[src/rtl/codec_config_seq.sv]
// codec_config_seq: power-up register writer for a WM8731-class codec.
// One 3-byte I2C write per table entry, retried on NACK or timeout.
module codec_config_seq #(
  parameter logic [6:0] DEV_ADDR     = 7'h1A,
  parameter int         POWERUP_WAIT = 12000,
  parameter int         GAP_CYCLES   = 120,
  parameter int         TIMEOUT      = 4095,
  parameter int         MAX_RETRY    = 3
) (
  input  logic       i_clk,
  input  logic       i_rst_n,
  input  logic       i_restart,
  output logic       o_i2c_start,
  output logic [6:0] o_i2c_dev_addr,
  output logic [7:0] o_i2c_byte0,
  output logic [7:0] o_i2c_byte1,
  input  logic       i_i2c_busy,
  input  logic       i_i2c_done,
  input  logic       i_i2c_nack,
  output logic [3:0] o_entry_idx,
  output logic       o_config_done,
  output logic       o_config_err
);

  localparam logic [3:0]  LAST_IDX  = 4'd11;
  localparam logic [15:0] PW_LAST   = 16'(POWERUP_WAIT - 1);
  localparam logic [15:0] GAP_LAST  = 16'(GAP_CYCLES - 1);
  localparam logic [15:0] TO_LAST   = 16'(TIMEOUT);
  localparam logic [2:0]  RETRY_MAX = 3'(MAX_RETRY);

  typedef enum logic [2:0] {
    S_PWR_WAIT,
    S_ISSUE,
    S_WAIT_DONE,
    S_FAIL,
    S_GAP,
    S_DONE,
    S_ERROR
  } state_t;

  state_t      state;
  state_t      state_n;
  logic [15:0] cnt;
  logic [15:0] cnt_n;
  logic [3:0]  idx;
  logic [3:0]  idx_n;
  logic [2:0]  retry;
  logic [2:0]  retry_n;
  logic        ok;
  logic        ok_n;
  logic        start;
  logic [15:0] entry;
  logic [7:0]  b0_q;
  logic [7:0]  b1_q;
  logic        done_q;
  logic        err_q;

  // Each entry packs {reg_addr[6:0], reg_data[8:0]}, which is
  // exactly {byte0, byte1} on the wire.
  function automatic logic [15:0] tbl_entry(input logic [3:0] i);
    logic [15:0] e;
    e = '0;
    unique case (i)
      4'd0:    e = {7'd15, 9'h000};
      4'd1:    e = {7'd6,  9'h010};
      4'd2:    e = {7'd0,  9'h017};
      4'd3:    e = {7'd1,  9'h017};
      4'd4:    e = {7'd2,  9'h079};
      4'd5:    e = {7'd3,  9'h079};
      4'd6:    e = {7'd4,  9'h012};
      4'd7:    e = {7'd5,  9'h000};
      4'd8:    e = {7'd7,  9'h00A};
      4'd9:    e = {7'd8,  9'h001};
      4'd10:   e = {7'd9,  9'h001};
      4'd11:   e = {7'd6,  9'h000};
      default: e = '0;
    endcase
    return e;
  endfunction

  // Bytes follow the index that will be current next cycle, so they
  // settle together with o_entry_idx and hold for the whole write.
  assign entry = tbl_entry(idx_n);

  // Next-state, counter, index and retry bookkeeping.
  always_comb begin
    state_n = state;
    cnt_n   = cnt;
    idx_n   = idx;
    retry_n = retry;
    ok_n    = ok;
    start   = 1'b0;
    unique case (state)
      S_PWR_WAIT: begin
        if (cnt == PW_LAST) begin
          state_n = S_ISSUE;
          cnt_n   = '0;
          idx_n   = '0;
          retry_n = '0;
        end else begin
          cnt_n = cnt + 16'd1;
        end
      end
      S_ISSUE: begin
        if (!i_i2c_busy) begin
          start   = 1'b1;
          cnt_n   = '0;
          state_n = S_WAIT_DONE;
        end
      end
      S_WAIT_DONE: begin
        if (i_i2c_done) begin
          ok_n    = !i_i2c_nack;
          cnt_n   = '0;
          state_n = i_i2c_nack ? S_FAIL : S_GAP;
        end else if (cnt == TO_LAST) begin
          cnt_n   = '0;
          state_n = S_FAIL;
        end else begin
          cnt_n = cnt + 16'd1;
        end
      end
      S_FAIL: begin
        ok_n = 1'b0;
        if (retry < RETRY_MAX) begin
          retry_n = retry + 3'd1;
          cnt_n   = '0;
          state_n = S_GAP;
        end else begin
          state_n = S_ERROR;
        end
      end
      S_GAP: begin
        if (cnt == GAP_LAST) begin
          cnt_n = '0;
          if (!ok) begin
            state_n = S_ISSUE;
          end else if (idx == LAST_IDX) begin
            state_n = S_DONE;
          end else begin
            idx_n   = idx + 4'd1;
            retry_n = '0;
            state_n = S_ISSUE;
          end
        end else begin
          cnt_n = cnt + 16'd1;
        end
      end
      S_DONE, S_ERROR: begin
        if (i_restart) begin
          state_n = S_ISSUE;
          cnt_n   = '0;
          idx_n   = '0;
          retry_n = '0;
        end
      end
      default: begin
        state_n = S_PWR_WAIT;
        cnt_n   = '0;
      end
    endcase
  end

  // State and registered outputs; done/err track the state entered.
  always_ff @(posedge i_clk or negedge i_rst_n) begin
    if (!i_rst_n) begin
      state  <= S_PWR_WAIT;
      cnt    <= '0;
      idx    <= '0;
      retry  <= '0;
      ok     <= 1'b0;
      b0_q   <= '0;
      b1_q   <= '0;
      done_q <= 1'b0;
      err_q  <= 1'b0;
    end else begin
      state  <= state_n;
      cnt    <= cnt_n;
      idx    <= idx_n;
      retry  <= retry_n;
      ok     <= ok_n;
      b0_q   <= entry[15:8];
      b1_q   <= entry[7:0];
      done_q <= (state_n == S_DONE);
      err_q  <= (state_n == S_ERROR);
    end
  end

  assign o_i2c_start    = start;
  assign o_i2c_dev_addr = DEV_ADDR;
  assign o_i2c_byte0    = b0_q;
  assign o_i2c_byte1    = b1_q;
  assign o_entry_idx    = idx;
  assign o_config_done  = done_q;
  assign o_config_err   = err_q;

endmodule

[config.mk]
export PLATFORM = sky130hd
export DESIGN_NAME = codec_config_seq
export DESIGN_NICKNAME = d
export VERILOG_FILES = /design/src/rtl/codec_config_seq.sv
export SDC_FILE = /design/constraint.sdc
export NUM_CORES = 1
export LEC_CHECK = 0
export CAP_MARGIN = 40
export CORE_MARGIN = 2
export CORE_UTILIZATION = 65
export DETAILED_ROUTE_END_ITERATION = 6
export DONT_BUFFER_PORTS = 1
export GPL_ROUTABILITY_DRIVEN = 0
export PLACE_DENSITY = 0.81
export RECOVER_POWER = 25
export SYNTH_ARGS = -nofsm -noshare
export SYNTH_HDL_FRONTEND = slang
export SYNTH_SLANG_ARGS = --single-unit
[constraint.sdc]
create_clock -name i_clk -period 6.45 [get_ports i_clk]
set_input_delay 1.29 -clock i_clk [delete_from_list [all_inputs] [get_ports i_clk]]
set_output_delay 1.29 -clock i_clk [all_outputs]
set_load 0.02 [all_outputs]
==> out/metrics.csv <==
stage,metric,value,unit
setup_path,required,5.16,ns
power,ir_drop,0.136,mV
timing,fmax,319,MHz
timing,slew_headroom,0.593,
setup_path,worstPathCellList,nor4b_1 > buf_2,
min_path,min_from,retry[2],
placed_design,pre_cts_ws,3.29,ns
synthesis,synth-async-reset-ratio,1.00,
setup_path,arrival,1.84,ns
clock_tree,cts_buffers,5,
power,powerDensity,169,mW/mm^2
setup_path,cpLargestDelayFamily,simple AND/OR/NAND/NOR gates,
power,power.leakage,1.16,nW
placed_design,dp_hpwl,3350,um
global_route,grtUsageTotal,0.261,
setup_path,cpPeakStageDelay,0.32,ns
clock_tree,root_buffer,clkbuf_8,
clock_tree,post-cts-setup-buffers,0,
layout,final_util,0.680,
timing,finalHoldViolations,0,
timing,fin_skew,0.00783,ns
synthesis,synthCells,263,
layout,multiInputGateArea,0.00127,sq mm
routing,wl,4900,um
job,drv_cap,0,
synthesis,synth_area_leader_cell,dfrtp_1,
floorplanning,coreArea,0.00361,sq mm
synthesis,synth_edf_count,0,
synthesis,synth_cell_types,64,
min_path,hold_path.class,reg -> reg,
timing,period_share,0.486,
timing,setup_viol,0,
timing,finalHoldWorstSlack,0.513,ns
global_route,antenna_found_initial,0,
routing,drc_errors,0,
layout,area_delta_synth_final,1.98,%
setup_path,start_kind,input pin,
routing,ant_nets,0,
setup_path,end_kind,output pin,
setup_path,worstReg2RegStart,cnt[0],
synthesis,yosysTopAreaCellShare,0.406,
synthesis,yosysSeqAreaShare,0.406,
timing,tns,0,ns
floorplanning,start_util,0.667,
layout,ff_latch_area,976,sq um
floorplanning,num_rows,22,
timing,tightest_slew,0.609,ns
floorplanning,die_x,64.8,um
global_route,grt_max_degree,40,
setup_path,crit_type,in -> out,
clock_tree,cts_htree_levels,2,
layout,final_cell_area,0.00245,sq mm
routing,dr_total_vias,1912,
floorplanning,ioPinCount,36,
layout,drive_above_1_share,0.0923,
routing,drt_pre_antenna_iters,4,
clock_tree,cts.clk_slew.worst_paths,0.07,ns
synthesis,synthFlopType,dfrtp_1,
placed_design,place_area,0.00237,sq mm
routing,drt_iter0_markers,190,
synthesis,netlist_area,0.00241,sq mm
routing,wl_per_cell,15.9,um
clock_tree,postCtsHoldBufs,0,
layout,nFillCells,292,
setup_path,cp_slowest_cell,nor4b_1,
layout,layout_commonest_cell,dfrtp_1,
placed_design,port_buffers,0,
layout,antenna_cells,0,
clock_tree,tritoncts,yes,
synthesis,yosys_warnings,0,
synthesis,ys_ff_latch,39,
clock_tree,clk_latency,0.30,ns
timing,rsz0062_at_grt,false,
global_route,grt_remaining_overflow,0,
timing,drv_slew,0,
setup_path,crit_start,i_i2c_busy,
synthesis,synth_area_leaders,"dfrtp_1, ha_1, buf_4, nand2_1, a21oi_1",
synthesis,syn_avg_cell_area,9.15,sq um
setup_path,critical_path_buf_inv_count,1,
clock_tree,clk_path_buf_depth,2,
outcome,outcome,"complete, no violations",
layout,layout_common_cells,"dfrtp_1, nand2_1, a21oi_1, nor2_1",
global_route,grt_pass1_vias,1888,
layout,layout.nets,274,
global_route,grt_pass1_wl,8430,um
floorplanning,die_h,64.8,um
routing,drt-vias-per-instance,6.21,
clock_tree,cts_repair_resize_count,0,
timing,worst_slack,3.32,ns
floorplanning,die_area,0.00420,sq mm
clock_tree,cts.sinks,39,
setup_path,crit_fanout,2,
timing,min_period,3.13,ns
==> registers in the layout, indices dropped and copies added, names as in the netlist <==
name           count
cnt               16
o_config_done      1
o_config_err       1
o_entry_idx        4
o_i2c_byte0        4
o_i2c_byte1        6
ok                 1
retry              3
state              3
==> worst register-to-register path, cell delays in order, from the launching register on <==
cell and delay, ns:
dfrtp_1 0.41, ha_1 0.26, nand4_1 0.26, or3_4 0.45, o21ai_2 0.28, nand3_1 0.15
a21o_1 0.26, inv_1 0.12, ha_1 0.29, o21ai_1 0.15, o2bb2ai_1 0.07
==> per-layer routing <==
| metal | track usage | part of all wire |
|---|---|---|
| met5 | 0 | 0 |
| met3 | 0.0556 | 0.046 |
| met2 | 0.414 | 0.48 |
| met1 | 0.344 | 0.46 |
| met4 | 0.120 | 0.013 |
==> report_power, final <==
part	leakage, nW	switching [mW]	internal, mW
Clock	0.0477	0.0875	0.0740
Sequential	0.509	0	0.244
Combinational	0.606	0.00757	0.000644
==> cell families (layout without fill, tap and decap cells) <==
family	Yosys count	after routing	synth area share
adder cells (fa/ha/maj)	9	9	0.0468
flip-flops	39	39	0.406
buffers and inverters	36	23	0.0811
AND/OR/NAND/NOR	99	99	0.236
XOR/XNOR	2	2	0.00728
multiplexers	2	2	0.00884
AO/OA/AOI/OAI	74	74	0.212
other	2	12	0.00312
==> cells in the mapped netlist (all sizes together) (2+ instances only) <==
cell type	number
dfrtp	39
nand2	26
o21ai	21
buf	17
a21oi	15
nor2	14
inv	13
nand3	12
a31oi	9
ha	9
clkbuf	6
nor3	6
nand2b	5
nand4	5
nor4	5
or3	5
a211oi	3
and2	3
o211a	3
o211ai	3
a211o	2
a21boi	2
a21o	2
a22o	2
and3	2
conb	2
nand3b	2
nand4b	2
nor2b	2
nor4b	2
or4	2
==> cell type report <==
class	count	share of cell area
clock buffers	5	0.0280
clock inverters	3	0.00612
inverters	13	0.0199
multi-input cells	198	0.519
flip-flops and latches	39	0.398
well taps	48	0.0245
repair buffers	2	0.00510
==> stage by stage <==
| step | power, mW | instances |
|---|---|---|
| final | 0.414 | 308 |
| after floorplan | 0.262 | 273 |
| after global routing | 0.425 | 308 |
| after global placement | 0.257 | 299 |
| after detailed placement | 0.257 | 300 |
| after CTS | 0.417 | 308 |
==> path summary, 6_finish.rpt <==
kind                       cells after the start  slack, ns             end
min in group asynchronous                      0       0.68  o_i2c_byte1[4]
hold reg to reg                                1       0.51        retry[2]
setup reg to reg                              10       3.64  o_i2c_byte0[1]
hold / removal                                 1       0.51        retry[2]
setup / recovery                               2       3.32     o_i2c_start
max in group asynchronous                      0       5.67         cnt[10]
Power figures use the tool's default switching activity.
